**src/rtl/aes_pkg.sv**
```systemverilog
// Shared AES definitions for the key schedule: S-box table, xtime, block size and FSM encoding.
package aes_pkg;

  localparam int unsigned Nb = 4;

  typedef enum logic [1:0] {
    ST_IDLE   = 2'd0,
    ST_EXPAND = 2'd1,
    ST_DONE   = 2'd2
  } state_t;

  // Forward S-box, entry 0x00 in the most significant byte.
  localparam logic [2047:0] SBOX_TABLE = {
    128'h637c777bf26b6fc53001672bfed7ab76,
    128'hca82c97dfa5947f0add4a2af9ca472c0,
    128'hb7fd9326363ff7cc34a5e5f171d83115,
    128'h04c723c31896059a071280e2eb27b275,
    128'h09832c1a1b6e5aa0523bd6b329e32f84,
    128'h53d100ed20fcb15b6acbbe394a4c58cf,
    128'hd0efaafb434d338545f9027f503c9fa8,
    128'h51a3408f929d38f5bcb6da2110fff3d2,
    128'hcd0c13ec5f974417c4a77e3d645d1973,
    128'h60814fdc222a908846eeb814de5e0bdb,
    128'he0323a0a4906245cc2d3ac629195e479,
    128'he7c8376d8dd54ea96c56f4ea657aae08,
    128'hba78252e1ca6b4c6e8dd741f4bbd8b8a,
    128'h703eb5664803f60e613557b986c11d9e,
    128'he1f8981169d98e949b1e87e9ce5528df,
    128'h8ca1890dbfe6426841992d0fb054bb16
  };

  function automatic logic [7:0] xtime(input logic [7:0] r);
    return {r[6:0], 1'b0} ^ (r[7] ? 8'h1b : 8'h00);
  endfunction

endpackage

```
**src/rtl/aes_sbox.sv**
```systemverilog
// Single-byte combinational AES forward S-box lookup.
module aes_sbox
  import aes_pkg::*;
(
  input  logic [7:0] a,
  output logic [7:0] y_c
);

  // Shift the wanted byte (index a from the top) down to bit 0.
  assign y_c = 8'(SBOX_TABLE >> {~a, 3'b000});

endmodule

```
**src/rtl/key_expansion.sv**
```systemverilog
// Iterative AES key schedule: loads Nk key words, then derives one schedule word per enabled cycle.
module key_expansion
  import aes_pkg::*;
#(
  parameter int unsigned Nk = 4,
  parameter int unsigned Nr = 10
) (
  input  logic                   clk,
  input  logic                   rst,
  input  logic                   en,
  input  logic                   start,
  input  logic [Nk*32-1:0]       key_in,
  output logic [(Nr+1)*128-1:0]  w,
  output logic                   busy,
  output logic                   done
);

  localparam int unsigned NW = Nb * (Nr + 1);
  localparam int unsigned IW = $clog2(NW + 1);
  localparam int unsigned AW = $clog2(NW);

  state_t        state_q, state_d;
  logic [IW-1:0] i_q;
  logic [7:0]    rcon_q;
  logic [31:0]   words [NW];

  logic [IW-1:0] i_mod;
  logic [31:0]   prev, back, sub_in, sub_out, temp, new_word;

  // Next-state logic.
  always_comb begin
    state_d = state_q;
    unique case (state_q)
      ST_IDLE:   if (start) state_d = ST_EXPAND;
      ST_EXPAND: if (i_q == IW'(NW - 1)) state_d = ST_DONE;
      ST_DONE:   state_d = ST_IDLE;
      default:   state_d = ST_IDLE;
    endcase
  end

  always_ff @(posedge clk or negedge rst) begin
    if (!rst) state_q <= ST_IDLE;
    else if (en) state_q <= state_d;
  end

  // Word-wide datapath for schedule word i.
  assign i_mod  = i_q % IW'(Nk);
  assign prev   = words[AW'(i_q - IW'(1))];
  assign back   = words[AW'(i_q - IW'(Nk))];
  assign sub_in = (i_mod == '0) ? {prev[23:0], prev[31:24]} : prev;

  for (genvar b = 0; b < 4; b++) begin : g_sbox
    aes_sbox u_sbox (
      .a   (sub_in[8*b +: 8]),
      .y_c (sub_out[8*b +: 8])
    );
  end

  always_comb begin
    temp = prev;
    if (i_mod == '0) temp = sub_out ^ {rcon_q, 24'h0};
    else if ((Nk > 6) && (i_mod == IW'(4))) temp = sub_out;
    new_word = back ^ temp;
  end

  always_ff @(posedge clk or negedge rst) begin
    if (!rst) begin
      for (int k = 0; k < NW; k++) words[AW'(k)] <= '0;
      i_q    <= '0;
      rcon_q <= 8'h01;
      busy   <= 1'b0;
      done   <= 1'b0;
    end else if (en) begin
      busy <= (state_d == ST_EXPAND);
      done <= (state_d == ST_DONE);
      case (state_q)
        ST_IDLE: if (start) begin
          for (int k = 0; k < Nk; k++) words[AW'(k)] <= key_in[Nk*32-1-32*k -: 32];
          i_q    <= IW'(Nk);
          rcon_q <= 8'h01;
        end
        ST_EXPAND: begin
          words[AW'(i_q)] <= new_word;
          i_q             <= i_q + IW'(1);
          if (i_mod == '0) rcon_q <= xtime(rcon_q);
        end
        default: ;
      endcase
    end
  end

  always_comb begin
    w = '0;
    for (int j = 0; j < NW; j++) w[(NW-1-j)*32 +: 32] = words[AW'(j)];
  end

endmodule

```
**config.mk**
```make
export PLATFORM = sky130hd
export DESIGN_NAME = key_expansion
export DESIGN_NICKNAME = d
export VERILOG_FILES = /design/src/rtl/aes_pkg.sv /design/src/rtl/aes_sbox.sv /design/src/rtl/key_expansion.sv
export SDC_FILE = /design/constraint.sdc
export NUM_CORES = 2
export LEC_CHECK = 0
export BUFFER_PORTS_ARGS = -buffer_cell sky130_fd_sc_hd__buf_2
export CAP_MARGIN = 40
export CORE_AREA = 2 2 599 601
export CTS_CLUSTER_SIZE = 12
export DETAILED_ROUTE_END_ITERATION = 8
export DIE_AREA = 0 0 601 603
export HOLD_SLACK_MARGIN = 0.1
export PLACE_DENSITY_LB_ADDON = 0.05
export SETUP_SLACK_MARGIN = 0.3
export SLEW_MARGIN = 20
export SYNTH_ARGS = -nofsm -noshare
export SYNTH_HDL_FRONTEND = slang
export SYNTH_SLANG_ARGS = --single-unit
```
**constraint.sdc**
```tcl
create_clock -name clk -period 26 [get_ports clk]
set_input_delay 1.3 -clock clk [delete_from_list [all_inputs] [get_ports clk]]
set_output_delay 1.3 -clock clk [all_outputs]
set_load 0.1 [all_outputs]
```
* Yosys cells after proc, flatten, opt, wreduce, memory -nomap -nowiden
Cells that the tools add are included.
** Operators by class
- Order comparisons :: 4
- Shift-type cells :: 4
- Eq/ne operators :: 6
- Multiplexer cells :: 22
- Reduce and logical (&&, ||, !) cells :: 8
- Add/subtract/negate cells :: 3
- Bitwise operators :: 10
- Multipliers :: 0
- Divide/modulo/power cells :: 0
** Operator list (count)
- $shr 2047x11->8 const A :: 4
- $bwmux 1408 :: 1
- $bmux 32 s6 :: 2
- $pmux 128 s2 :: 1
- $mux 32 :: 7
- $demux 32 s6 :: 1
- $mux 128 :: 1
- $xor 32x32->32 :: 2
- $not 8->8 :: 4
- $ge 7x7->1 const B :: 3
- $not 6->7 :: 3
- $mux 8 :: 2
- $pmux 8 s2 :: 1
- $pmux 6 s2 :: 1
- $xor 8x5->8 :: 1
- $lt 7x1->1 const B :: 1
- $add 6x1->6 const B :: 1
- $eq 6x6->1 const B :: 1
- $logic_not 6->1 :: 1
- $mux 6 :: 1
- $reduce_and 3->1 :: 2
- $sub 6x1->6 const B :: 1
- $sub 6x3->6 const B :: 1
- $mux 5 :: 1
- other kinds (10) :: 13
** Word-level totals
- Output and inout port bits :: 1410
- Logic and storage cells :: 106
- Memories :: 0
- Bits in latches :: 0
- Bits in writable memories :: 0
- Bits in registers :: 1426
- Memory bits (read-only) :: 0
- Input port bits :: 132

* Longest topological paths before layout
- Depth in word-level cells :: 13
- Mapped depth :: 41
- Depth with buffers taken out :: 20

* Hierarchy
Synthesis repeated with hierarchy kept, for this count alone.
** Unflattened totals
- Cell total of the unflattened synthesis :: 11186
- Area, all modules :: 101247.1 µm²
** Modules (own cells, without submodules)
- key_expansion :: instances 1, seq. area each 37607.3 µm², cells an instance 9042, area each 87704.1 µm²
- aes_sbox (g_sbox[0].u_sbox ...) :: instances 2, seq. area each 0.0 µm², cells an instance 532, area each 3404.5 µm²
- aes_sbox (g_sbox[2].u_sbox ...) :: instances 2, seq. area each 0.0 µm², cells an instance 540, area each 3367.0 µm²

* Worst setup path before layout
Ideal clock, no wire load.
- Path kind :: register to register
- Start point :: reg i_q[0]
- End point :: reg words[105] in the netlist's numbering (data pin)
- Path slack :: 17.583 ns
- Library setup time :: 0.282 ns
- Arrival :: 8.135 ns
- Data required time :: 25.718 ns
- Cell stages (with the launch flop) :: 41
- Path through :: dfrtp_1 buf_6 buf_8 buf_8 inv_1 buf_2 buf_2 clkbuf_1 buf_2 buf_1 buf_1 clkbuf_1 ha_1 buf_4 buf_6 buf_6 buf_6 buf_6 [... 5 more ...] o22ai_1 o21ai_1 nand3_1 o21a_1 buf_2 buf_1 ha_1 buf_1 inv_1 o311ai_1 o21ai_0 a221oi_1 o22ai_1 a32oi_1 o21a_1 xor2_1 buf_2 inv_1
** On the way
- Word-level cells in the longest chain between the ends :: 12
- Elaborated cells between the ends (all ways) :: 24
- Those cells by class :: 2 x add/sub; 2 x order compare; 1 x shift; 11 x mux; 6 x bitwise; 2 x reduce/logical
** Ends and longest elaborated chain
- from (decl) :: line key_expansion.sv:23 : logic [IW-1:0] i_q;
- from (signal assigned) :: line key_expansion.sv:79 : i_q <= IW'(Nk);
- from (signal assigned) :: line key_expansion.sv:84 : i_q <= i_q + IW'(1);
- $sub 6x1->6 :: line key_expansion.sv:48 : assign prev = words[AW'(i_q - IW'(1))];
- $not 6->7 (implied by the code) :: line key_expansion.sv:48
- $bmux 32 s6 :: line key_expansion.sv:48
- $mux 32 (implied by the code) (2 in series) :: line key_expansion.sv:48
- $mux 32 :: line key_expansion.sv:50 : assign sub_in = (i_mod == '0) ? {prev[23:0], prev[31:24]} : prev;
- $not 8->8 :: line aes_sbox.sv:10 : assign y_c = 8'(SBOX_TABLE >> {~a, 3'b000});
- $shr 2047x11->8 :: line aes_sbox.sv:10
- $xor 32x32->32 :: line key_expansion.sv:61 : if (i_mod == '0) temp = sub_out ^ {rcon_q, 24'h0};
- $mux 32 :: line key_expansion.sv:61
- $xor 32x32->32 * :: line key_expansion.sv:63 : new_word = back ^ temp;
- via new_word[9] :: line key_expansion.sv:28 : logic [31:0] prev, back, sub_in, sub_out, temp, new_word;
- $bwmux 1408 * :: line key_expansion.sv:83 : words[AW'(i_q)] <= new_word;
- to (signal, indexed assignment) :: line key_expansion.sv:83
- to (decl) :: line key_expansion.sv:25 : logic [31:0] words [NW];
The timed path passes the listed nets; every way through them passes the cells marked *. The select of a mux whose other input is x is not followed.
A chain may end at the register's enable or synchronous reset.

* Worst setup path in the final report
- Start point :: reg i_q[1]
- End point :: reg words[154] in the netlist's numbering (data pin)
Same word-level chain as after synthesis.

==> metrics.txt <==
# TYPE chip_impl_metric gauge
chip_impl_info{name="run_status",value="complete, no violations"} 1
chip_impl_metric{name="fp.dieArea",unit="sq um"} 362000
chip_impl_metric{name="numCtsBuffers",unit=""} 182
chip_impl_metric{name="synthesis.area",unit="sq um"} 98800
chip_impl_metric{name="synth_sequential_area_ratio",unit="%"} 38.1
chip_impl_metric{name="cts_hold_buffers",unit=""} 0
chip_impl_info{name="yosys_most_used_dff",value="sky130_fd_sc_hd__dfrtp_1"} 1
chip_impl_metric{name="maxCapViolations",unit=""} 0
chip_impl_info{name="yosys-top-cells-area",value="sky130_fd_sc_hd__dfrtp_1, sky130_fd_sc_hd__edfxtp_1, sky130_fd_sc_hd__buf_4, sky130_fd_sc_hd__mux4_2, sky130_fd_sc_hd__nand2_1"} 1
chip_impl_info{name="synth_cell_count_leaders",value="sky130_fd_sc_hd__buf_4, sky130_fd_sc_hd__nand2_1, sky130_fd_sc_hd__dfrtp_1"} 1
chip_impl_metric{name="grt_max_degree",unit=""} 134
chip_impl_metric{name="final.setup_skew",unit="ns"} 0.119
chip_impl_info{name="timing.critical_path.to_type",value="register"} 1
chip_impl_metric{name="ctsLongestPathBuffers",unit=""} 4
chip_impl_metric{name="dieWidth",unit="um"} 601
chip_impl_metric{name="numClockSinks",unit=""} 1426
chip_impl_info{name="cts_tree",value="done"} 1
chip_impl_metric{name="max_clock_freq",unit="MHz"} 91.0
chip_impl_info{name="most_frequent_cell_after_synthesis",value="sky130_fd_sc_hd__buf_4"} 1
chip_impl_metric{name="yosys_warnings",unit=""} 0
chip_impl_metric{name="coreArea",unit="sq um"} 355000
chip_impl_metric{name="num_rows",unit=""} 219
chip_impl_metric{name="route.vias.total",unit=""} 92800
chip_impl_metric{name="slew_headroom",unit="%"} 20.9
chip_impl_metric{name="syn_to_final_growth",unit="%"} 9.51
chip_impl_metric{name="via_per_inst",unit=""} 6.06
chip_impl_metric{name="floorplan.initialDensity",unit="%"} 27.8
chip_impl_metric{name="timing_max_transition_violations_final",unit=""} 0
chip_impl_info{name="worstSetupStartpointType",value="register"} 1
chip_impl_metric{name="drc",unit=""} 0
chip_impl_metric{name="clock_insertion_delay_worst_skew",unit="ns"} 0.94
chip_impl_metric{name="grt_pass1_vias",unit=""} 86300
chip_impl_metric{name="asyncSetResetFlopFracSynth",unit="%"} 73.1
chip_impl_metric{name="final.setup.tns",unit="ns"} 0
chip_impl_metric{name="min_period",unit="ns"} 10.99
chip_impl_metric{name="dieHeight",unit="um"} 603
chip_impl_metric{name="cts.repair_timing.setup_buffer_count",unit=""} 0
chip_impl_metric{name="top_level_ports",unit=""} 1542
chip_impl_metric{name="proportion_of_layout_cells_with_a_drive_suffix_above_1",unit="%"} 26.5
chip_impl_metric{name="detail_route.wl_per_cell",unit="um"} 44.9
chip_impl_metric{name="globalRouteOverflowTotal",unit=""} 0
chip_impl_info{name="hold_class",value="primary input to asynchronous set/reset pin"} 1
chip_impl_info{name="path_class",value="register to register"} 1
chip_impl_info{name="crit_path_frequent_cell",value="sky130_fd_sc_hd__buf_4"} 1
chip_impl_metric{name="grt_pass1_wl",unit="mm"} 895
chip_impl_metric{name="synth_cell_types",unit=""} 132
chip_impl_info{name="crit_slowest_cell",value="sky130_fd_sc_hd__ha_1"} 1
chip_impl_metric{name="yosys_register_bits",unit=""} 1426
chip_impl_metric{name="postRouteWirelength",unit="mm"} 687
chip_impl_metric{name="antenna_viol_nets_final",unit=""} 0
chip_impl_metric{name="groute.usage.overall",unit="%"} 36.4
chip_impl_metric{name="finalCritPeriodShare",unit="%"} 42.3
chip_impl_metric{name="grt_antenna_before_repair",unit=""} 77
chip_impl_metric{name="critPathArrivalTime",unit="ns"} 11.49
chip_impl_metric{name="clock_tree.htree_level_count",unit=""} 4
chip_impl_metric{name="num-nets-final",unit=""} 10600
chip_impl_metric{name="postSynthCellCount",unit=""} 10500
chip_impl_metric{name="gp_routability_congestion",unit=""} 0.931
chip_impl_metric{name="synth_enable_flop_cells",unit=""} 384
chip_impl_metric{name="worstPathMaxFanout",unit=""} 33
chip_impl_info{name="yosysTopAreaCell",value="sky130_fd_sc_hd__dfrtp_1"} 1
chip_impl_metric{name="area_fraction_of_the_dominant_cell_type_after_synthesis",unit="%"} 26.4
chip_impl_metric{name="detailed_place_hpwl",unit="mm"} 504
chip_impl_metric{name="drt_pass1_iterations",unit=""} 6
chip_impl_metric{name="report.final.setup_viol",unit=""} 0
chip_impl_metric{name="holdWs",unit="ns"} 0.374
chip_impl_metric{name="clk_pin_slew",unit="ns"} 0.07
chip_impl_metric{name="avgSynthCellArea",unit="sq um"} 9.41
chip_impl_metric{name="measured_slew_at_the_worst_slew_check_pin",unit="ns"} 1.19
chip_impl_metric{name="ctsResizeCount",unit=""} 0
chip_impl_metric{name="final_hold_viol_count",unit=""} 0
chip_impl_info{name="cts_root_buffer",value="sky130_fd_sc_hd__clkbuf_16"} 1
chip_impl_metric{name="drt_first_iter_violations",unit=""} 12300
chip_impl_info{name="rsz0062_at_grt",value="no"} 1
chip_impl_metric{name="required",unit="ns"} 26.49
chip_impl_metric{name="numPortBuffers",unit=""} 1157
chip_impl_metric{name="crit_path_max_incr_delay",unit="ns"} 0.67
cells in the final DEF (no fill, tap or decap), types with 54 or more instances in the layout:
master / n
sky130_fd_sc_hd__a211oi_1: 111
sky130_fd_sc_hd__a21oi_1: 447
sky130_fd_sc_hd__a221oi_1: 80
sky130_fd_sc_hd__a22oi_1: 59
sky130_fd_sc_hd__a311oi_1: 54
sky130_fd_sc_hd__a31oi_1: 92
sky130_fd_sc_hd__and3_1: 57
sky130_fd_sc_hd__buf_2: 1173
sky130_fd_sc_hd__buf_4: 426
sky130_fd_sc_hd__clkbuf_1: 61
sky130_fd_sc_hd__clkbuf_16: 185
sky130_fd_sc_hd__conb_1: 384
sky130_fd_sc_hd__dfrtp_1: 1038
sky130_fd_sc_hd__edfxtp_1: 384
sky130_fd_sc_hd__ha_1: 60
sky130_fd_sc_hd__inv_1: 66
sky130_fd_sc_hd__mux2_2: 259
sky130_fd_sc_hd__mux2i_1: 292
sky130_fd_sc_hd__mux4_2: 343
sky130_fd_sc_hd__nand2_1: 1289
sky130_fd_sc_hd__nand3_1: 161
sky130_fd_sc_hd__nand4_1: 62
sky130_fd_sc_hd__nor2_1: 578
sky130_fd_sc_hd__nor3_1: 160
sky130_fd_sc_hd__nor4_1: 57
sky130_fd_sc_hd__o211ai_1: 110
sky130_fd_sc_hd__o21ai_0: 687
sky130_fd_sc_hd__o21ai_1: 356
sky130_fd_sc_hd__o221ai_1: 64
sky130_fd_sc_hd__o22ai_1: 417
per-layer routing:
metal / wire [um] / global-route usage, % / vias up / share of wire (%)
met1: 273000 / 46.3 / 48700 / 40
met4: 51100 / 22.2 / 24 / 7.4
met5: 175 / 0 / - / 0.025
li1: - / - / 36800 / -
met2: 305000 / 56.4 / 5991 / 44
met3: 58500 / 8.00 / 1253 / 8.5
area by class of cell:
type | instances | area, sq um
diodes | 15 | 37.5
clock buffers | 279 | 5320
clock inverters | 49 | 543
fillers | 37300 | 247000
inverters | 84 | 340
multi-input cells | 7045 | 48300
flip-flops and latches | 1426 | 37600
well taps | 4751 | 5940
repair buffers | 1652 | 10100
path summary, 6_finish.rpt:
path,to,depth (start not counted),slack [ns],start
setup reg to reg,words[154],27,15.01,i_q[1]
max in group asynchronous,w[632],8,20.96,rst
min in group clk,w[734],2,0.53,w[734]
hold / removal,w[539],1,0.37,rst
hold reg to reg,w[734],2,0.53,w[734]
setup / recovery,words[154],27,15.01,i_q[1]
sequential cells by signal, summed over array words and instances (netlist names):
signal	cells
w	1024
rcon_q	8
busy	1
state_q	2
done	1
words	384
i_q	6
cells by family after synthesis:
group	after synthesis	share of synthesized area, %
xor gates and xnor gates	60	0.581
buffers and inverters	2410	15.7
adders and majority gates	62	0.785
other	1	0.00380
muxes	899	13.8
AOI/OAI and AO/OA	3015	19.6
and+or+nand+nor	2625	11.4
DFF	1426	38.1
through the flow:
stage               area, sq um  std cells  worst slack (ns)  util [%]
floorplan                100000      10900             17.58         -
global placement         101000      14900             15.16      28.4
detailed placement       102000      14900             15.27      28.7
CTS                      108000      15300             15.22      30.4
global route             108000      15300             14.91      30.4
finish                   108000      15300             15.01      30.4
critical path: cells and delay by family, from the launching register on:
| kind | cells | cell delay (ns) |
|---|---|---|
| buffers and inverters | 12 | 4.78 |
| AO/OA/AOI/OAI | 8 | 1.84 |
| adder cells (fa/ha/maj) | 2 | 1.19 |
| multiplexers | 2 | 1.02 |
| AND/OR/NAND/NOR | 1 | 0.66 |
| flip-flops | 1 | 0.55 |
| XOR/XNOR | 2 | 0.35 |
Power is left out: the tool's default activity adds up to more than one toggle a clock period on the data nets, which glitch-free logic cannot reach.
